===== config.mk =====
export PLATFORM = sky130hd
export DESIGN_NAME = ps2_host_tx_flat
export DESIGN_NICKNAME = d
export VERILOG_FILES = /design/src/rtl/ps2_pkg.sv /design/src/rtl/ps2_host_tx_if.sv /design/src/rtl/ps2_line_sync.sv /design/src/rtl/ps2_host_tx.sv /design/src/flat_wrapper.sv
export SDC_FILE = /design/constraint.sdc
export NUM_CORES = 1
export LEC_CHECK = 0
export BUFFER_PORTS_ARGS = -buffer_cell sky130_fd_sc_hd__buf_2
export CORE_UTILIZATION = 50
export CTS_CLUSTER_DIAMETER = 50
export DETAILED_ROUTE_END_ITERATION = 10
export PLACE_DENSITY = 0.66
export SLEW_MARGIN = 20
export SYNTH_ARGS = -nofsm -noshare
export SYNTH_HDL_FRONTEND = slang
export SYNTH_SLANG_ARGS = --single-unit

===== constraint.sdc =====
create_clock -name clk -period 2.66 [get_ports clk]
set_input_delay 0.266 -clock clk [delete_from_list [all_inputs] [get_ports clk]]
set_output_delay 0.266 -clock clk [all_outputs]
set_load 0.005 [all_outputs]

===== src/rtl/ps2_pkg.sv =====
// PS/2 shared definitions: transmitter states, command bytes, parity helper.
// Latency: n/a (types, constants and a pure function only).
// Backpressure: n/a.
package ps2_pkg;

    typedef enum logic [2:0] {
        ST_IDLE,
        ST_INHIBIT,
        ST_RTS,
        ST_SHIFT,
        ST_WAIT_IDLE
    } ps2_state_e;

    localparam logic [7:0] PS2_CMD_SET_LEDS = 8'hED;
    localparam logic [7:0] PS2_CMD_RESET    = 8'hFF;
    localparam logic [7:0] PS2_BREAK        = 8'hF0;
    localparam logic [7:0] PS2_ACK          = 8'hFA;

    // Odd parity: the bit that makes the 9-bit total an odd number of ones.
    function automatic logic odd_parity(input logic [7:0] d);
        return ~^d;
    endfunction

endpackage


===== src/rtl/ps2_host_tx_if.sv =====
// Command-byte request interface into the PS/2 host transmitter.
// Latency: n/a (wires only).
// Backpressure: valid/ready; tx_ready is high only while the transmitter is idle.
//
// Signals: tx_data/tx_valid from the requester; tx_ready, busy, done, error
// back from the transmitter.
interface ps2_host_tx_if;
    logic [7:0] tx_data;
    logic       tx_valid;
    logic       tx_ready;
    logic       busy;
    logic       done;
    logic       error;

    modport master (
        output tx_data, tx_valid,
        input  tx_ready, busy, done, error
    );

    modport slave (
        input  tx_data, tx_valid,
        output tx_ready, busy, done, error
    );
endinterface


===== src/rtl/ps2_line_sync.sv =====
// Two-flop synchronizer plus falling-edge detect for the PS/2 clock and data pins.
// Latency: sync outputs 2 clk after the pin; fall flags valid in that same cycle (3rd edge acts).
// Backpressure: none; free-running.
//
// Ports: clk, rst; clk_in/data_in raw pins; clk_sync/data_sync synchronized
// levels; clk_fall/data_fall one-cycle falling-edge flags.
module ps2_line_sync (
    input  logic clk,
    input  logic rst,
    input  logic clk_in,
    input  logic data_in,
    output logic clk_sync,
    output logic data_sync,
    output logic clk_fall,
    output logic data_fall
);

    logic [1:0] clk_ff;
    logic [1:0] data_ff;
    logic       clk_prev;
    logic       data_prev;

    // Reset to 1 (idle bus level) so releasing reset never fakes an edge.
    always_ff @(posedge clk or posedge rst) begin
        if (rst) begin
            clk_ff    <= 2'b11;
            data_ff   <= 2'b11;
            clk_prev  <= 1'b1;
            data_prev <= 1'b1;
        end else begin
            clk_ff    <= {clk_ff[0], clk_in};
            data_ff   <= {data_ff[0], data_in};
            clk_prev  <= clk_ff[1];
            data_prev <= data_ff[1];
        end
    end

    assign clk_sync  = clk_ff[1];
    assign data_sync = data_ff[1];
    assign clk_fall  = clk_prev & ~clk_ff[1];
    assign data_fall = data_prev & ~data_ff[1];

endmodule


===== src/rtl/ps2_host_tx.sv =====
// Host-to-device PS/2 transmitter: inhibit, request-to-send, 11 device-clocked bits, ACK check.
// Latency: busy/clk_oe rise 1 clk after accept; each bit driven 3 clk after the device falling edge.
// Backpressure: tx_ready only in IDLE; a request while busy is ignored, not queued.
//
// Ports: clk, rst (async, active-high); tx (ps2_host_tx_if.slave) carries
// tx_data/tx_valid/tx_ready/busy/done/error; ps2_clk_in/ps2_data_in raw pins;
// ps2_clk_oe/ps2_data_oe open-drain pull-low enables (1 = drive low).
module ps2_host_tx
    import ps2_pkg::*;
#(
    parameter int CLK_HZ     = 100_000_000,
    parameter int INHIBIT_US = 100,
    parameter int RTS_US     = 5,
    parameter int TIMEOUT_US = 2000
) (
    input  logic         clk,
    input  logic         rst,
    ps2_host_tx_if.slave tx,
    input  logic         ps2_clk_in,
    input  logic         ps2_data_in,
    output logic         ps2_clk_oe,
    output logic         ps2_data_oe
);

    localparam int CYC_PER_US  = CLK_HZ / 1_000_000;
    localparam int INHIBIT_CYC = CYC_PER_US * INHIBIT_US;
    localparam int RTS_CYC     = CYC_PER_US * RTS_US;
    localparam int TIMEOUT_CYC = CYC_PER_US * TIMEOUT_US;

    localparam int CNT_MAX_A = (INHIBIT_CYC > RTS_CYC) ? INHIBIT_CYC : RTS_CYC;
    localparam int CNT_MAX   = (CNT_MAX_A > TIMEOUT_CYC) ? CNT_MAX_A : TIMEOUT_CYC;
    localparam int CNT_W     = (CNT_MAX > 1) ? $clog2(CNT_MAX) : 1;

    // Terminal values: a phase of N cycles ends when the counter shows N-1.
    localparam logic [CNT_W-1:0] INH_LAST = CNT_W'(INHIBIT_CYC - 1);
    localparam logic [CNT_W-1:0] RTS_LAST = CNT_W'(RTS_CYC - 1);
    localparam logic [CNT_W-1:0] TO_LAST  = CNT_W'(TIMEOUT_CYC - 1);

    logic clk_sync;
    logic data_sync;
    logic clk_fall;
    logic data_fall;

    ps2_line_sync u_sync (
        .clk       (clk),
        .rst       (rst),
        .clk_in    (ps2_clk_in),
        .data_in   (ps2_data_in),
        .clk_sync  (clk_sync),
        .data_sync (data_sync),
        .clk_fall  (clk_fall),
        .data_fall (data_fall)
    );

    // Data-line edges matter only to the receiver side.
    logic unused_data_fall;
    assign unused_data_fall = data_fall;

    ps2_state_e     state_q;
    logic [CNT_W-1:0] cnt_q;      // phase timer in INHIBIT/RTS, watchdog in SHIFT/WAIT_IDLE
    logic [3:0]     bit_idx_q;    // device falling edges seen so far in SHIFT
    logic [7:0]     byte_q;
    logic           par_q;
    logic           ack_q;        // data level at edge 11; 0 means ACK present
    logic           clk_oe_q;
    logic           data_oe_q;
    logic           done_q;
    logic           error_q;

    always_ff @(posedge clk or posedge rst) begin
        if (rst) begin
            state_q   <= ST_IDLE;
            cnt_q     <= '0;
            bit_idx_q <= '0;
            byte_q    <= '0;
            par_q     <= 1'b0;
            ack_q     <= 1'b0;
            clk_oe_q  <= 1'b0;
            data_oe_q <= 1'b0;
            done_q    <= 1'b0;
            error_q   <= 1'b0;
        end else begin
            done_q  <= 1'b0;
            error_q <= 1'b0;
            case (state_q)
                ST_IDLE: begin
                    if (tx.tx_valid) begin
                        byte_q    <= tx.tx_data;
                        par_q     <= odd_parity(tx.tx_data);
                        cnt_q     <= '0;
                        clk_oe_q  <= 1'b1;
                        data_oe_q <= 1'b0;
                        state_q   <= ST_INHIBIT;
                    end
                end

                ST_INHIBIT: begin
                    if (cnt_q == INH_LAST) begin
                        cnt_q     <= '0;
                        data_oe_q <= 1'b1;  // start bit, held through RTS
                        state_q   <= ST_RTS;
                    end else begin
                        cnt_q <= cnt_q + 1'b1;
                    end
                end

                ST_RTS: begin
                    if (cnt_q == RTS_LAST) begin
                        cnt_q     <= '0;
                        clk_oe_q  <= 1'b0;
                        bit_idx_q <= '0;
                        state_q   <= ST_SHIFT;
                    end else begin
                        cnt_q <= cnt_q + 1'b1;
                    end
                end

                ST_SHIFT: begin
                    // A watchdog error is pulsed while still here so that
                    // tx_ready only returns the cycle after the pulse.
                    if (error_q) begin
                        state_q <= ST_IDLE;
                    end else if (clk_fall) begin
                        cnt_q     <= '0;
                        bit_idx_q <= bit_idx_q + 4'd1;
                        if (bit_idx_q < 4'd8) begin
                            data_oe_q <= ~byte_q[bit_idx_q[2:0]];
                        end else if (bit_idx_q == 4'd8) begin
                            data_oe_q <= ~par_q;
                        end else if (bit_idx_q == 4'd9) begin
                            data_oe_q <= 1'b0;  // stop bit: line released high
                        end else begin
                            ack_q   <= data_sync;
                            state_q <= ST_WAIT_IDLE;
                        end
                    end else if (cnt_q == TO_LAST) begin
                        clk_oe_q  <= 1'b0;
                        data_oe_q <= 1'b0;
                        error_q   <= 1'b1;
                    end else begin
                        cnt_q <= cnt_q + 1'b1;
                    end
                end

                ST_WAIT_IDLE: begin
                    if (done_q || error_q) begin
                        state_q <= ST_IDLE;
                    end else if (clk_fall) begin
                        cnt_q <= '0;
                    end else if (clk_sync && data_sync) begin
                        done_q  <= ~ack_q;
                        error_q <= ack_q;
                    end else if (cnt_q == TO_LAST) begin
                        clk_oe_q  <= 1'b0;
                        data_oe_q <= 1'b0;
                        error_q   <= 1'b1;
                    end else begin
                        cnt_q <= cnt_q + 1'b1;
                    end
                end

                default: begin
                    clk_oe_q  <= 1'b0;
                    data_oe_q <= 1'b0;
                    state_q   <= ST_IDLE;
                end
            endcase
        end
    end

    assign tx.tx_ready = (state_q == ST_IDLE);
    assign tx.busy     = (state_q != ST_IDLE);
    assign tx.done     = done_q;
    assign tx.error    = error_q;
    assign ps2_clk_oe  = clk_oe_q;
    assign ps2_data_oe = data_oe_q;

endmodule


===== src/flat_wrapper.sv =====
// flat-port wrapper written by rule: the top's interface ports become plain ports
module ps2_host_tx_flat import ps2_pkg::*;
#(
    parameter int CLK_HZ     = 100_000_000,
    parameter int INHIBIT_US = 100,
    parameter int RTS_US     = 5,
    parameter int TIMEOUT_US = 2000
)
  (clk, rst, ps2_clk_in, ps2_data_in, ps2_clk_oe, ps2_data_oe, tx_tx_data, tx_tx_valid, tx_tx_ready, tx_busy, tx_done, tx_error);
  ps2_host_tx_if tx_i ();
  input  logic clk;
  input  logic rst;
  input  logic ps2_clk_in;
  input  logic ps2_data_in;
  output logic ps2_clk_oe;
  output logic ps2_data_oe;
  input wire logic [$bits(tx_i.tx_data)-1:0] tx_tx_data;
  input wire logic [$bits(tx_i.tx_valid)-1:0] tx_tx_valid;
  output wire logic [$bits(tx_i.tx_ready)-1:0] tx_tx_ready;
  output wire logic [$bits(tx_i.busy)-1:0] tx_busy;
  output wire logic [$bits(tx_i.done)-1:0] tx_done;
  output wire logic [$bits(tx_i.error)-1:0] tx_error;
  assign tx_i.tx_data = tx_tx_data;
  assign tx_i.tx_valid = tx_tx_valid;
  assign tx_tx_ready = tx_i.tx_ready;
  assign tx_busy = tx_i.busy;
  assign tx_done = tx_i.done;
  assign tx_error = tx_i.error;
  ps2_host_tx #(.CLK_HZ(CLK_HZ), .INHIBIT_US(INHIBIT_US), .RTS_US(RTS_US), .TIMEOUT_US(TIMEOUT_US)) u_core (.clk(clk), .rst(rst), .tx(tx_i), .ps2_clk_in(ps2_clk_in), .ps2_data_in(ps2_data_in), .ps2_clk_oe(ps2_clk_oe), .ps2_data_oe(ps2_data_oe));
endmodule

==> results of run 1 <==
power by group:
group | internal [mW] | switching (mW)
clock | 0.283 | 0.240
sequential | 0.811 | 0.124
combinational | 0.470 | 0.556
layer usage:
metal / up-vias / track usage [%] / wire length (µm)
li1: 1001 / - / -
met1: 989 / 35.2 / 2840
met2: 51 / 34.3 / 2370
met3: 2 / 4.86 / 253
met4: 0 / 6.54 / 27
met5: - / 0 / 0
worst paths after layout:
check	slack, ns	cells past startpoint	start	end
setup / recovery	0.17	7	u_core.cnt_q[16]	u_core.bit_idx_q[3]
hold / removal	0.05	2	rst	u_core.tx.error
setup reg to reg	0.17	7	u_core.cnt_q[16]	u_core.bit_idx_q[3]
hold reg to reg	0.36	0	u_core.u_sync.clk_ff[0]	u_core.u_sync.clk_ff[1]
max in group asynchronous	2.00	3	rst	u_core.byte_q[1]
min in group clk	0.06	1	ps2_data_in	u_core.u_sync.data_ff[0]
cell type report:
type / instances / area [µm²]
timing repair buffer: 33 / 203
multi-input combinational: 194 / 1330
inverter: 5 / 18.8
clock buffer: 5 / 68.8
fill: 440 / 1900
clock inverter: 3 / 47.5
sequential: 44 / 1110
tap: 67 / 83.8
cells by family after synthesis:
group	after synthesis	share of synthesized area, %
compound gates	61	17.8
mux	15	7.18
simple gates	107	23.6
buf+inv	13	2.33
flops	44	44.7
xor+xnor	8	2.83
fa+ha+maj	3	1.52
state kept, by name, indices dropped and copies added, names as in the netlist:
name                    cells
u_core.bit_idx_q            4
u_core.par_q                1
u_core.tx.error             1
u_core.u_sync.clk_prev      1
u_core.ack_q                1
u_core.byte_q               8
u_core.u_sync.clk_ff        2
u_core.u_sync.data_ff       2
u_core.tx.done              1
u_core.state_q              3
u_core.cnt_q               18
u_core.ps2_clk_oe           1
u_core.ps2_data_oe          1
stage by stage:
| step | cells | setup slack, ns |
|---|---|---|
| after floorplan | 251 | 0.303 |
| final | 351 | 0.169 |
| after global routing | 351 | 0.0265 |
| after global placement | 343 | 0.204 |
| after CTS | 351 | 0.102 |
| after detailed placement | 343 | 0.142 |
critical path, stage by stage (launching register included):
cell and delay, ns:
dfrtp_1 0.44, or3_1 0.41, or4_4 0.52, o31ai_4 0.24
buf_4 0.17, nand4b_4 0.14, or2_1 0.27, o31ai_2 0.22
layout by cell type, fill, tap and decap left out, drive strengths merged, types with 4 or more instances in the layout:
cell type / count
nor2: 18
mux2: 12
nand2b: 4
clkbuf: 5
buf: 33
dfstp: 5
and3: 6
inv: 4
and2: 4
dfrtp: 39
o21ai: 21
nor3: 7
a21oi: 7
a22o: 9
xnor2: 7
nand2: 25
o31ai: 6
nand3: 17
or3: 4
what timing repair did:
action / in CTS / in global routing
gates resized for setup: 0 / 3
setup endpoints to repair: 0 / 2
setup buffers: 0 / 0
Yosys cell counts, types with 6 or more instances:
library cell	count	area share, %
dfrtp_1	39	39
nand2_1	25	3.8
nor2_1	17	2.6
nand3_1	16	3.2
mux2_2	10	4.6
o21ai_0	10	2.0
o21ai_1	10	2.0
a22o_1	9	3.2
a21oi_1	7	1.4
nor3_1	7	1.4
xnor2_1	7	2.5
and3_1	6	1.5
clkbuf_1	6	0.91
==> results.yml, run 1 <==
outcome:
  status: "complete, no violations"
floorplan:
  coreArea_mm2: 0.00475
  dieHeight_um: 72.4
  start_util_pct: 52.1
  die_area_mm2: 0.00524
  die_w_um: 72.4
  num_rows: 25
  num_io_pins: 19
global_routing:
  overflow: 0
  grt_max_degree: 27
  grt_pass1_wl_mm: 9.47
  grt_usage_pct: 23.5
  grt_pass1_vias: 1945
  antenna_found_initial: 0
clocking:
  cts_buffers: 5
  cts.sinks: 44
  cts-root-buf: "clkbuf_8"
  cts_buffer_depth: 2
  cts_tree: "yes"
  cts.clk_slew.worst_paths_ns: 0.09
  clk_latency_ns: 0.30
  ctsHoldBuffers: 0
  cts_max_level: 2
detailed_routing:
  vias_per_cell: 5.82
  wl_per_cell_um: 15.6
  ant_nets: 0
  drt-initial-drc-count: 202
  drc: 0
  vias: 2043
  drt-pass1-iter-count: 4
  wl_mm: 5.49
logic_synthesis:
  synth_edf_count: 0
  synthCells: 251
  synth-async-reset-ratio_pct: 100
  ys_seq_area_share_pct: 44.7
  synth_cell_types: 57
  synth_area_mm2: 0.00247
  syn_nets: 267
  syn_area_per_cell_um2: 9.86
  synth_seq_cells: 44
  ys.flop_type: "dfrtp_1"
  yosysWarnings: 0
timing:
  skew_ns: 0.0119
  fin_tns_setup_ns: 0
  finalHoldViolCount: 0
  rsz0062_at_grt: "false"
  holdWs_ns: 0.0527
  slew_headroom_pct: 36.5
  tightest_slew_ns: 0.947
  slew_violations: 0
  period_needed_ns: 2.49
  fmax_mhz: 401
  fin_crit_sh_pct: 93.6
  finalSetupViolations: 0
layout:
  fin_area_mm2: 0.00286
  drive_gt1_share_pct: 23.9
  area_delta_synth_final_pct: 15.4
  layout.nets: 299
  fin_util_pct: 60.1
  diodes: 0
hold_path:
  hold_class: "input port to asynchronous set/reset pin"
power_and_ir_drop:
  finalPower_mw: 2.48
  p_per_area_mw_per_mm2: 870
  ir_drop_mv: 0.540
  leakagePower_nw: 1.24
worst_setup_path:
  worst_setup_path_end_kind: "register"
  crit_path_start_kind: "register"
  criticalPathCategory: "register to register"
  worstPathArrival_ns: 2.71
  critPathRequiredTime_ns: 2.88
  crit_fanout: 6
placement:
  dpl_cell_area_mm2: 0.00272
  routabilityCongestion: 0.864
  hpwlAfterDp_mm: 4.02
  io_buffers: 18
job:
  cap_violations: 0
Note: power is estimated with default switching activity, not from simulation.
==> run 2: changes to the inputs <==
--- a/config.mk
+++ b/config.mk
@@ -10,6 +10,7 @@
 export CTS_CLUSTER_DIAMETER = 50
 export DETAILED_ROUTE_END_ITERATION = 10
 export PLACE_DENSITY = 0.66
+export SETUP_SLACK_MARGIN = 0.4
 export SLEW_MARGIN = 20
 export SYNTH_ARGS = -nofsm -noshare
 export SYNTH_HDL_FRONTEND = slang
==> results.yml, run 2 (synthesized netlist as in run 1, its figures left out) <==
outcome:
  status: "complete, no violations"
timing:
  fin_tns_setup_ns: 0
  period_needed_ns: 2.33
  fin_crit_sh_pct: 87.8
  finalHoldViolCount: 0
  tightest_slew_ns: 0.848
  fmax_mhz: 428
  finalSetupViolations: 0
  holdWs_ns: 0.0207
  rsz0062_at_grt: "true"
  slew_headroom_pct: 43.1
  skew_ns: 0.00793
  slew_violations: 0
detailed_routing:
  vias_per_cell: 6.07
  drt-pass1-iter-count: 6
  drt-initial-drc-count: 335
  drc: 0
  ant_nets: 0
  wl_mm: 6.30
  vias: 2223
  wl_per_cell_um: 17.2
floorplan:
  num_io_pins: 19
  coreArea_mm2: 0.00475
  die_area_mm2: 0.00524
  die_w_um: 72.4
  start_util_pct: 52.1
  num_rows: 25
  dieHeight_um: 72.4
global_routing:
  grt_usage_pct: 24.7
  grt_pass1_vias: 2033
  antenna_found_initial: 0
  grt_pass1_wl_mm: 9.89
  grt_max_degree: 25
  overflow: 0
worst_setup_path:
  critPathRequiredTime_ns: 2.86
  crit_path_start_kind: "register"
  worstPathArrival_ns: 2.53
  worst_setup_path_end_kind: "register"
  r2r-start: "u_core.cnt_q[16]"
  crit_fanout: 2
  r2r_cells: 6
  cp-startpoint: "u_core.cnt_q[16]"
  criticalPathCategory: "register to register"
layout:
  diodes: 0
  largest_reg_flops: 18
  largestRegisters: "u_core.cnt_q x18, u_core.byte_q x8, u_core.bit_idx_q x4"
  regMostFlops: "u_core.cnt_q"
  drive_gt1_share_pct: 35.8
  area_delta_synth_final_pct: 26.5
  fin_util_pct: 65.8
  final_common_cell: "dfrtp_1"
  layout_common_cells: "dfrtp_1, nand2_1, buf_4"
  layout.nets: 314
placement:
  routabilityCongestion: 0.983
  io_buffers: 18
  hpwlAfterDp_mm: 3.97
clocking:
  cts.sinks: 44
  cts_buffer_depth: 2
  cts_tree: "yes"
  cts.clk_slew.worst_paths_ns: 0.09
  cts_max_level: 2
  cts-root-buf: "clkbuf_8"
  clk_latency_ns: 0.30
  cts_buffers: 5
power_and_ir_drop:
  leakagePower_nw: 1.34
  ir_drop_mv: 0.498
  p_per_area_mw_per_mm2: 922
hold_path:
  hold_class: "input port to asynchronous set/reset pin"
job:
  cap_violations: 0
-- run 2: cell types whose count changed in the layout (fill, tap and decap cells not counted), sizes merged --
cell | previous run | this run
buf | 33 | 47
clkinv | 3 | 1
clkinvlp | 0 | 1
inv | 4 | 5
nor2 | 18 | 19
-- run 2: cell type report --
class                      instances  area [µm²]
tap                               67        83.8
timing repair buffer              47         343
clock inverter                     3        46.3
inverter                           5        18.8
sequential                        44        1110
multi-input combinational        195        1460
clock buffer                       5        68.8
fill                             368        1620
-- run 2: final timing paths --
path	endpoint	slack, ns
setup / recovery	u_core.state_q[0]	0.33
hold / removal	u_core.byte_q[3]	0.02
setup reg to reg	u_core.state_q[0]	0.33
hold reg to reg	u_core.u_sync.clk_ff[1]	0.36
max in group asynchronous	u_core.u_sync.clk_prev	1.97
min in group clk	u_core.u_sync.data_ff[0]	0.05
-- run 2: what timing repair did --
item | 4_1_cts | 5_1_grt
hold buffers | 0 | 0
pin swaps | 4 | 21
cloned | 0 | 1
resized for setup | 11 | 25
endpoints found under the setup margin | 19 | 24
setup buffers | 11 | 5
-- run 2: through the flow --
stage          cell area [µm²]  worst slack [ns]  power, mW  std cells
2_1_floorplan             2480             0.403       1.68        251
3_3_place_gp              2710             0.267       1.90        341
3_5_place_dp              2710             0.248       1.92        341
4_1_cts                   2980             0.332       2.68        360
5_1_grt                   3130             0.265       3.04        366
6_report                  3130             0.326       2.89        366
-- run 2: where the power goes --
part	internal, mW	leakage (nW)	switching [mW]
clock network	0.283	0.0548	0.248
registers	0.811	0.565	0.121
logic	0.702	0.725	0.721
total	1.80	1.34	1.09
-- run 2: critical path: stages (launching register included) --
cell and delay [ns]:
dfrtp_1 0.41, or3_4 0.41, or4_4 0.46, o31a_1 0.35, a21oi_2 0.17, o2111ai_2 0.13
mux2_4 0.31
-- run 2: per-layer routing --
layer  part of all wire [%]  vias to the layer above  track usage [%]
met2                     46                       86             34.9
met4                    2.0                        0             9.80
li1                       -                     1029                -
met1                     45                     1090             37.2
met3                    6.5                       18             5.00
met5                      0                        -                0
